File: src/rtl/if_fetch_buf.sv
// if_fetch_buf: instruction-fetch stage placed directly after the PC register.
//
// Issues in-order requests to instruction memory (req/gnt, then in-order rvalid
// responses) and queues each fetched instruction with its address in a small
// FIFO toward decode. A slot is reserved at grant time and filled when its
// response arrives, so decode always sees program order. A taken jump empties
// the FIFO, and the responses still in flight at that moment are counted and
// dropped as they return.
//
// Ports:
//   clk            core clock, all state updates on posedge
//   rst            asynchronous active-low reset
//   pc_i           current fetch PC
//   jump_en_i      jump taken this cycle: flush, no request
//   pc_hold_o      PC must hold next cycle (a jump overrides this in the PC)
//   imem_req_o     fetch request valid
//   imem_addr_o    fetch address (= pc_i)
//   imem_gnt_i     request accepted this cycle
//   imem_rvalid_i  response valid (in request order)
//   imem_rdata_i   response instruction word
//   inst_valid_o   head entry filled and presented
//   inst_o         head instruction, NOP_INST when not valid
//   inst_addr_o    head address, 0 when not valid
//   id_ready_i     decode accepts the head entry
//
// Optional build macro IFU_PERF_CNT_EN adds fetch_cnt_o / drop_cnt_o
// performance counters and simulation assertions on protocol errors.

module if_fetch_buf #(
  parameter int unsigned DEPTH    = 4,
  parameter int unsigned MAX_OUT  = 2,
  parameter logic [31:0] NOP_INST = 32'h0000_0013
) (
  input  logic        clk,
  input  logic        rst,
  input  logic [31:0] pc_i,
  input  logic        jump_en_i,
  output logic        pc_hold_o,
  output logic        imem_req_o,
  output logic [31:0] imem_addr_o,
  input  logic        imem_gnt_i,
  input  logic        imem_rvalid_i,
  input  logic [31:0] imem_rdata_i,
  output logic        inst_valid_o,
  output logic [31:0] inst_o,
  output logic [31:0] inst_addr_o,
`ifdef IFU_PERF_CNT_EN
  output logic [31:0] fetch_cnt_o,
  output logic [31:0] drop_cnt_o,
`endif
  input  logic        id_ready_i
);

  localparam int unsigned PtrW = $clog2(DEPTH);
  localparam int unsigned CntW = $clog2(DEPTH + 1);
  localparam int unsigned OutW = $clog2(MAX_OUT + 1);

  localparam logic [CntW-1:0] DepthC  = CntW'(DEPTH);
  localparam logic [OutW-1:0] MaxOutC = OutW'(MAX_OUT);

  logic [31:0]     addr_q   [DEPTH];
  logic [31:0]     inst_q   [DEPTH];
  logic [DEPTH-1:0] filled_q;

  logic [PtrW-1:0] wr_ptr_q, wr_ptr_d;
  logic [PtrW-1:0] rd_ptr_q, rd_ptr_d;
  logic [PtrW-1:0] fill_ptr_q, fill_ptr_d;
  logic [CntW-1:0] count_q, count_d;
  logic [OutW-1:0] out_cnt_q, out_cnt_d;
  logic [OutW-1:0] discard_cnt_q, discard_cnt_d;

  logic grant;
  logic resp_ok;
  logic resp_drop;
  logic resp_fill;
  logic pop;

  // Issue depends only on registered occupancy; a same-cycle pop does not
  // free a slot for issue. Reset gating keeps the request low while held.
  assign imem_req_o  = rst & ~jump_en_i & (count_q < DepthC) & (out_cnt_q < MaxOutC);
  assign imem_addr_o = pc_i;
  assign pc_hold_o   = ~(imem_req_o & imem_gnt_i);

  assign inst_valid_o = (count_q != '0) & filled_q[rd_ptr_q];
  assign inst_o       = inst_valid_o ? inst_q[rd_ptr_q] : NOP_INST;
  assign inst_addr_o  = inst_valid_o ? addr_q[rd_ptr_q] : 32'h0;

  always_comb begin
    grant     = imem_req_o & imem_gnt_i;
    // A response with nothing outstanding is a protocol error and is ignored.
    resp_ok   = imem_rvalid_i & (out_cnt_q != '0);
    resp_drop = resp_ok & (discard_cnt_q != '0);
    resp_fill = resp_ok & (discard_cnt_q == '0);
    pop       = inst_valid_o & id_ready_i & ~jump_en_i;

    wr_ptr_d      = wr_ptr_q;
    rd_ptr_d      = rd_ptr_q;
    fill_ptr_d    = fill_ptr_q;
    count_d       = count_q;
    out_cnt_d     = out_cnt_q + OutW'(grant) - OutW'(resp_ok);
    discard_cnt_d = discard_cnt_q - OutW'(resp_drop);

    if (jump_en_i) begin
      wr_ptr_d      = '0;
      rd_ptr_d      = '0;
      fill_ptr_d    = '0;
      count_d       = '0;
      // Everything still in flight after this cycle belongs to the wrong path.
      discard_cnt_d = out_cnt_q - OutW'(resp_ok);
    end else begin
      if (grant) begin
        wr_ptr_d = wr_ptr_q + PtrW'(1);
      end
      if (resp_fill) begin
        fill_ptr_d = fill_ptr_q + PtrW'(1);
      end
      if (pop) begin
        rd_ptr_d = rd_ptr_q + PtrW'(1);
      end
      count_d = count_q + CntW'(grant) - CntW'(pop);
    end
  end

  always_ff @(posedge clk or negedge rst) begin
    if (!rst) begin
      wr_ptr_q      <= '0;
      rd_ptr_q      <= '0;
      fill_ptr_q    <= '0;
      count_q       <= '0;
      out_cnt_q     <= '0;
      discard_cnt_q <= '0;
    end else begin
      wr_ptr_q      <= wr_ptr_d;
      rd_ptr_q      <= rd_ptr_d;
      fill_ptr_q    <= fill_ptr_d;
      count_q       <= count_d;
      out_cnt_q     <= out_cnt_d;
      discard_cnt_q <= discard_cnt_d;
    end
  end

  // Entry storage. The slot being reserved (wr_ptr) is never the slot being
  // filled (fill_ptr): fill targets an already-reserved slot.
  for (genvar g = 0; g < DEPTH; g++) begin : g_entry
    always_ff @(posedge clk or negedge rst) begin
      if (!rst) begin
        addr_q[g]   <= 32'h0;
        inst_q[g]   <= 32'h0;
        filled_q[g] <= 1'b0;
      end else if (jump_en_i) begin
        filled_q[g] <= 1'b0;
      end else begin
        if (grant && (wr_ptr_q == PtrW'(g))) begin
          addr_q[g]   <= pc_i;
          filled_q[g] <= 1'b0;
        end
        if (resp_fill && (fill_ptr_q == PtrW'(g))) begin
          inst_q[g]   <= imem_rdata_i;
          filled_q[g] <= 1'b1;
        end
      end
    end
  end

`ifdef IFU_PERF_CNT_EN
  logic [31:0] fetch_cnt_q, fetch_cnt_d;
  logic [31:0] drop_cnt_q, drop_cnt_d;
  logic [31:0] flushed_filled;

  always_comb begin
    flushed_filled = 32'h0;
    for (int unsigned i = 0; i < DEPTH; i++) begin
      if ((CntW'(i) < count_q) && filled_q[rd_ptr_q + PtrW'(i)]) begin
        flushed_filled = flushed_filled + 32'h1;
      end
    end
    fetch_cnt_d = fetch_cnt_q + 32'(grant);
    drop_cnt_d  = drop_cnt_q + 32'(resp_drop);
    if (jump_en_i) begin
      // Live filled entries plus a fill landing in a slot that is being flushed.
      drop_cnt_d = drop_cnt_d + flushed_filled + 32'(resp_fill);
    end
  end

  always_ff @(posedge clk or negedge rst) begin
    if (!rst) begin
      fetch_cnt_q <= 32'h0;
      drop_cnt_q  <= 32'h0;
    end else begin
      fetch_cnt_q <= fetch_cnt_d;
      drop_cnt_q  <= drop_cnt_d;
    end
  end

  assign fetch_cnt_o = fetch_cnt_q;
  assign drop_cnt_o  = drop_cnt_q;

  a_no_spurious_resp : assert property (@(posedge clk) disable iff (!rst)
    !(imem_rvalid_i && (out_cnt_q == '0)));
  a_count_bound : assert property (@(posedge clk) disable iff (!rst)
    count_q <= DepthC);
`endif

endmodule

File: config.mk
export PLATFORM = sky130hd
export DESIGN_NAME = if_fetch_buf
export DESIGN_NICKNAME = d
export VERILOG_FILES = /design/src/rtl/if_fetch_buf.sv
export SDC_FILE = /design/constraint.sdc
export NUM_CORES = 1
export LEC_CHECK = 0
export CAP_MARGIN = 20
export CORE_UTILIZATION = 54
export DETAILED_ROUTE_END_ITERATION = 8
export DONT_BUFFER_PORTS = 1
export HOLD_SLACK_MARGIN = 0.1
export PLACE_DENSITY = 0.69
export SETUP_SLACK_MARGIN = 0.02
export SYNTH_ARGS = -nofsm -noshare
export SYNTH_HDL_FRONTEND = slang
export SYNTH_SLANG_ARGS = --single-unit
export TNS_END_PERCENT = 100
File: constraint.sdc
create_clock -name clk -period 3.2 [get_ports clk]
set_input_delay 0.48 -clock clk [delete_from_list [all_inputs] [get_ports clk]]
set_output_delay 0.48 -clock clk [all_outputs]
set_load 0.01 [all_outputs]
Word level (Yosys, flattened, before mapping)
Cells that the tools add are included.

Multiply operators: 0. Bitwise gates (word level): 13. Muxes and demuxes: 30. Div/mod/pow operators: 0. Equal/unequal tests: 6. Shift-type cells: 0. Reduce and logical (&&, ||, !) cells: 29. $add $sub $neg: 9. $lt $le $gt $ge: 4.

Operator list (count): 2-to-1 mux 32 bit (6); binary-select mux 32 bit (select 2 bit) (2); AND reduction 2 bit (8); nonzero test 3 bit (5); 2-to-1 mux 2 bit (7); 2-to-1 mux 1 bit (13); bitwise AND 1 bit (10); nonzero test 2 bit (5); == test 2 bit, second input constant (4); logical AND 1 bit (8); adder 2 x 1 -> 2 bit, second input constant (3); logical NOT 2 bit (3); subtractor 2 x 1 -> 2 bit (3); == test 2 x 1 -> 1 bit, second input constant (2); adder 3 x 1 -> 3 bit (1); greater-or-equal comparator 3 bit, second input constant (1); less-than comparator 2 x 3 -> 1 bit, second input constant (1); less-than comparator 3 bit, second input constant (1); 2-to-1 mux 3 bit (1); NOT 2 -> 3 bit (1); subtractor 3 x 1 -> 3 bit (1); adder 2 x 1 -> 2 bit (1); binary-select mux 1 bit (select 2 bit) (1); less-than comparator 2 bit, second input constant (1); NOT 1 bit (2).

Bits in read-only memories: 0. Output and inout bits: 99. Memory bits (writable): 0. Input port bits: 70. Flip-flop bits (word level): 273. Memories kept: 0. Bits in latches: 0. Logic and storage cells: 109.

Logic depth before layout (Yosys ltp)
Gate-level depths: netlist of run 1.

Depth after elaboration: 9. Depth in mapped cells: 10. Depth with buffers taken out: 9.

Worst setup path after synthesis of run 1
No wires, ideal clock.

Path kind: input to register. Start: input jump_en_i. End: register count_q[2]. Path slack: 0.724 ns. Data arrival time: 2.345 ns. Stages on the path: 10. Data required time: 3.068 ns. Path buffers: 1. Setup time: 0.132 ns. Path through: or4b_1 > buf_2 > clkinv_4 > nand2_1 > xor2_1 > ha_1 > inv_1 > fa_1 > xnor2_1 > nor2_1.

Cells in the longest elaborated chain, start to end: 8. Elaborated cells between the ends (all ways): 9.

Ends and longest elaborated chain: start, declared (line 37) `input logic jump_en_i,`; NOT 1 bit (no line); bitwise AND 1 bit (3 in series) (line 80) `assign imem_req_o = rst & ~jump_en_i & (count_q < DepthC) & (out_cnt_q < MaxOutC);`; named net imem_req_o (line 39) `output logic imem_req_o,`; bitwise AND 1 bit (line 89) `grant = imem_req_o & imem_gnt_i;`; adder 3 x 1 -> 3 bit (line 120) `count_d = count_q + CntW'(grant) - CntW'(pop);`; subtractor 3 x 1 -> 3 bit (line 120); 2-to-1 mux 3 bit (line 103) `if (jump_en_i) begin`; named net count_d[2] (line 68) `logic [CntW-1:0] count_q, count_d;`; end signal, assigned (line 136) `count_q <= count_d;`; end, declared (line 68).

The timed path passes the listed nets, and every way through them passes these cells. A chain may end at the register's enable or synchronous reset.

Worst setup path after layout of run 1
Start: register count_q[1]. End: output inst_o[23].

Cells in the longest elaborated chain, start to end: 3.

Ends and longest elaborated chain: nonzero test 3 bit (line 84) `assign inst_valid_o = (count_q != '0) & filled_q[rd_ptr_q];`; bitwise AND 1 bit (line 84); 2-to-1 mux 32 bit (line 85) `assign inst_o = inst_valid_o ? inst_q[rd_ptr_q] : NOP_INST;`; end, declared (line 45) `output logic [31:0] inst_o,`.

No other way between the ends.

==> impl_metrics.ini, run 1 <==
[synthesis]
ys_seq_elements = 273
synth.top_cell.area_share = 0.518
yosys_warnings = 0
avgSynthCellArea_um2 = 15.8
syn_inst = 835
syn_nets = 918
yosysUniqueCellTypes = 37
ys_seq_area_frac = 0.518
yosysTopAreaCell = dfrtp_1
netlist_top_cells_area = dfrtp_1 52%, mux2_2 14%, mux4_2 11%
syn_area_mm2 = 0.0132

[die]
coreArea_mm2 = 0.0237
dieArea_mm2 = 0.0250
dieWidth_um = 158
num_rows = 56
ioPinCount = 169
fp.dieH_um = 158
start_util = 0.557

[pwr]
finalPower_uw = 9990
cellPowerDensity_mw_per_mm2 = 668
p_leak_uw = 0.00711
vdd_drop_max_mv = 0.436

[setup_path]
reg2regPathDepth = 9
cp.required_ps = 2720
critical-path-top-delay-family = compound AO/OA/AOI/OAI gates
arrival_ps = 2420
cp_slowest_stage_delay_ps = 840
r2r_slack_ps = 570
slowest_stage = o31ai_4
critPathKind = flip-flop to primary output
r2r-start = count_q[2]
cp_cell_sequence = o31ai_4, buf_12, and2b_1
r2r_end = count_q[2]
crit_fanout = 34
timing.critical_path.buf_inv = 1
endpoint_kind = primary output
setup.worst_path.start_class = flip-flop

[run_status]
outcome = finished, violations left
violations = negative hold slack

[cts]
clock_path_buffers = 3
insertion_delay_ps = 540
ctsRootBufferMaster = clkbuf_16
cts.clk_slew.worst_paths_ps = 60
htreeDepth = 1
ctsResizeCount = 0
cts_tree = built
cts.sinks = 273
cts_buffers = 30
cts-hold-fix-buffers = 66
post_cts_buffers = 0

[grt]
grt-ovfl-total = 0
grt_pass1_vias = 7898
grt_pass1_wl_um = 42200
antenna_found_initial = 1
grt_util_all_layers = 0.218
grt_max_degree = 275

[min_path]
hp-class = input pin to async pin

[route]
drc = 0
viasPerCell = 5.74
vias = 6938
wl_um = 26300
wl_per_cell_um = 21.8
antenna_left = 0
drt_iter0_drc = 342
first_pass_iters = 4

[layout]
mostFrequentLayoutCells = 271 x dfrtp_1, 164 x mux2_2, 90 x mux2_4, 66 x dlygate4sd3_1, 65 x mux4_2
area_growth_pct = 13.3
finalNetCount = 951
fill_cells = 1717
final_area_mm2 = 0.0149
layout_commonest_cell = dfrtp_1
layout-drive-gt1-share = 0.449

[timing]
whs_ps = -358
layout_min_cycle_time_ps = 2900
fmax_mhz = 345
setup_tns_ps = 0
skew_ps = 12.4
finalSetupViolCount = 0
rsz0062_at_grt = false
drv_slew = 0
worstMarginPinSlew_ps = 931
post-route-period-util = 0.907
maxSlewHeadroom = 0.379
hold_violations = 273

[placement]
dp_hpwl_um = 15800
dpl-instance-area_mm2 = 0.0133
finalWeightedCongestion = 0.800
io_buffers = 0

[run]
cap_violations = 0
## stage by stage
| step | hold WS (ps) | setup slack (ps) | util | instances |
|---|---|---|---|---|
| CTS | -381 | 257 | 0.631 | 1207 |
| detailed placement | 194 | 561 | 0.560 | 1089 |
| global route | -383 | 190 | 0.631 | 1208 |
| global placement | 193 | 657 | 0.560 | 1089 |
| finish | -358 | 299 | 0.631 | 1208 |
| floorplan | 184 | 724 | - | 835 |
## metal layers
metal,global-route usage,routed length [um],vias up
li1,-,-,3057
met5,0,0,-
met1,0.277,11000,3692
met3,0.0433,1350,34
met2,0.381,13400,155
met4,0.0559,533,0
## power by group
part	switching, uW	total (uW)	internal (uW)
clock	1330	3510	2180
combinational	593	1940	1340
sequential	379	4540	4160
## state kept, by name (all words and copies together) (netlist names)
register / cells
filled_q: 4
rd_ptr_q: 2
wr_ptr_q: 2
addr_q: 128
discard_cnt_q: 2
out_cnt_q: 2
inst_q: 128
fill_ptr_q: 2
count_q: 3
## logic make-up after synthesis
logic type               synth area share
XOR/XNOR                          0.00531
flip-flops                          0.518
adder cells (fa/ha/maj)            0.0129
buffers and inverters              0.0476
AO/OA/AOI/OAI                      0.0114
AND/OR/NAND/NOR                    0.0486
multiplexers                        0.356
## worst max-delay path by stage
stage / start / end / slack [ps] / cells after the start
2_1_floorplan: jump_en_i / count_q[2] / 720 / 10
3_3_place_gp: jump_en_i / count_q[2] / 660 / 9
3_5_place_dp: jump_en_i / count_q[2] / 560 / 9
4_1_cts: count_q[1] / inst_o[23] / 260 / 3
5_1_grt: count_q[1] / inst_o[23] / 190 / 3
6_report: count_q[1] / inst_o[23] / 300 / 3
## synthesized netlist by cell type
cell / n
o21ai_0: 7
buf_6: 9
a21o_1: 1
nand3b_1: 1
and2b_1: 21
nand2_1: 3
clkinv_4: 1
o31a_1: 1
o31ai_1: 4
ha_1: 12
nor2_2: 1
nor2_1: 4
mux2i_1: 1
nand4b_1: 2
buf_1: 2
mux4_2: 65
nand3_1: 9
a21oi_1: 12
mux2_2: 164
inv_1: 15
nand4_1: 1
nor2b_1: 41
nand4b_2: 2
buf_4: 42
mux2_4: 90
fa_1: 1
buf_2: 17
clkbuf_2: 1
or4b_1: 1
a31o_2: 1
xnor2_1: 5
clkbuf_1: 13
nand3_4: 3
dfrtp_1: 273
or2_2: 4
xor2_1: 3
mux2_1: 2
## final cells by class
class	count	area (um2)	area share
Antenna cell	1	2.50	0.000167
Clock buffer	45	908	0.0608
Clock inverter	7	116	0.00779
Inverter	16	65.1	0.00435
Multi-Input combinational cell	462	5740	0.384
Sequential cell	273	6840	0.458
Tap cell	319	399	0.0267
Timing Repair Buffer	85	866	0.0580
Note: power is estimated with default switching activity, not from simulation.
==> inputs of run 2 (changes only) <==
- CTS_BUF_LIST: not set -> sky130_fd_sc_hd__clkbuf_4 sky130_fd_sc_hd__clkbuf_8 sky130_fd_sc_hd__clkbuf_16
- GPL_ROUTABILITY_DRIVEN: not set -> 0
==> impl_metrics.ini, run 2 (synthesized netlist as in run 1, its figures left out) <==
[run_status]
outcome = finished, violations left
violations = negative hold slack

[setup_path]
endpoint_kind = primary output
r2r_slack_ps = 570
critPathKind = flip-flop to primary output
crit_fanout = 34
arrival_ps = 2410
r2r_end = count_q[2]
cp.required_ps = 2720
slowest_stage = o31ai_4
setup.worst_path.start_class = flip-flop
critical-path-top-delay-family = compound AO/OA/AOI/OAI gates
r2r-start = count_q[2]
reg2regPathDepth = 9
cp_cell_sequence = o31ai_4, buf_12, and2b_1
timing.critical_path.buf_inv = 1
cp_slowest_stage_delay_ps = 830

[grt]
met2_usage = 0.381
antenna_found_initial = 1
grt-ovfl-total = 0
grt_max_degree = 275
busiest_layer = met2
grt_pass1_wl_um = 42200
grt_pass1_vias = 7904
use_met1 = 0.278
grt_util_all_layers = 0.218
met3_usage = 0.0435

[pwr]
p_leak_uw = 0.00713
vdd_drop_max_mv = 0.435
cellPowerDensity_mw_per_mm2 = 671

[layout]
layout-drive-gt1-share = 0.456
layout_commonest_cell = dfrtp_1
finalNetCount = 951
mostFrequentLayoutCells = 271 x dfrtp_1, 164 x mux2_2, 90 x mux2_4, 66 x dlygate4sd3_1, 65 x mux4_2
area_growth_pct = 13.5
reg_top3 = addr_q (128), inst_q (128), filled_q (4)
utilization = 0.632

[die]
dieWidth_um = 158
num_rows = 56
start_util = 0.557
coreArea_mm2 = 0.0237
ioPinCount = 169
fp.dieH_um = 158
dieArea_mm2 = 0.0250

[route]
drt_iter0_drc = 344
viasPerCell = 5.74
first_pass_iters = 4
vias = 6931
wl_per_cell_um = 21.8
wl_um = 26400
drc = 0
antenna_left = 0

[run]
cap_violations = 0

[cts]
cts_tree = built
htreeDepth = 1
ctsRootBufferMaster = clkbuf_16
clock_path_buffers = 3
cts.sinks = 273
cts.clk_slew.worst_paths_ps = 60
cts-hold-fix-buffers = 66
insertion_delay_ps = 540
cts_buffers = 30

[placement]
io_buffers = 0
dp_hpwl_um = 15800

[timing]
rsz0062_at_grt = false
drv_slew = 0
layout_min_cycle_time_ps = 2890
post-route-period-util = 0.902
worstMarginPinSlew_ps = 910
fmax_mhz = 346
setup_tns_ps = 0
finalSetupViolCount = 0
whs_ps = -360
maxSlewHeadroom = 0.393
hold_violations = 273
skew_ps = 11.2

[min_path]
hp-class = input pin to async pin
==> run 2: cell types whose count changed in the layout (fill, tap and decap cells not counted) <==
cell | previous run | this run
clkbuf_4 | 0 | 6
clkbuf_1 | 6 | 0
==> run 2: area by class of cell <==
| class | instances | area [um2] |
|---|---|---|
| flip-flops and latches | 273 | 6840 |
| fillers | 1718 | 8720 |
| inverters | 16 | 65.1 |
| clock buffers | 45 | 931 |
| repair buffers | 85 | 866 |
| diodes | 1 | 2.50 |
| multi-input cells | 462 | 5740 |
| clock inverters | 7 | 116 |
| well taps | 319 | 399 |
==> run 2: how the worst max path moves through the flow <==
stage	slack, ps	endpoint	start	cells after the start
2_1_floorplan	720	count_q[2]	jump_en_i	10
3_3_place_gp	660	count_q[2]	jump_en_i	9
3_5_place_dp	560	count_q[2]	jump_en_i	9
4_1_cts	260	inst_o[23]	count_q[1]	3
5_1_grt	190	inst_o[23]	count_q[1]	3
6_report	310	inst_o[23]	count_q[1]	3
==> run 2: report_power, final <==
part	internal, uW	total, uW	leakage [uW]	switching, uW
Combinational	1340	1940	0.00296	593
Sequential	4160	4540	0.00364	378
Clock	2230	3560	0.000527	1330
Total	7740	10000	0.00713	2300
==> run 2: per-stage QoR <==
step,power (uW),cell area [um2],hold slack (ps),setup WS [ps],cells
floorplan,6090,13200,184,724,835
global placement,6280,13300,193,657,1089
detailed placement,6440,13300,194,561,1089
CTS,10200,15000,-382,257,1207
global route,10500,15000,-383,190,1208
finish,10000,15000,-360,314,1208
==> run 2: what timing repair did <==
action                                 4_1_cts  5_1_grt
resized for setup                            0        0
buffers inserted                             0        0
endpoints found under the hold margin      544      273
==> run 2: worst register-to-register path, delay by kind of cell, from the launching register on <==
| kind | cells | cell delay, ps |
|---|---|---|
| adder cells (fa/ha/maj) | 2 | 550 |
| XOR/XNOR | 2 | 360 |
| buffers and inverters | 2 | 260 |
| flip-flops | 1 | 440 |
| AND/OR/NAND/NOR | 3 | 890 |
==> run 2: layer usage <==
layer	vias to the layer above	routed length (um)
li1	3059	-
met5	-	0
met4	0	525
met2	157	13400
met1	3680	11100
met3	35	1390
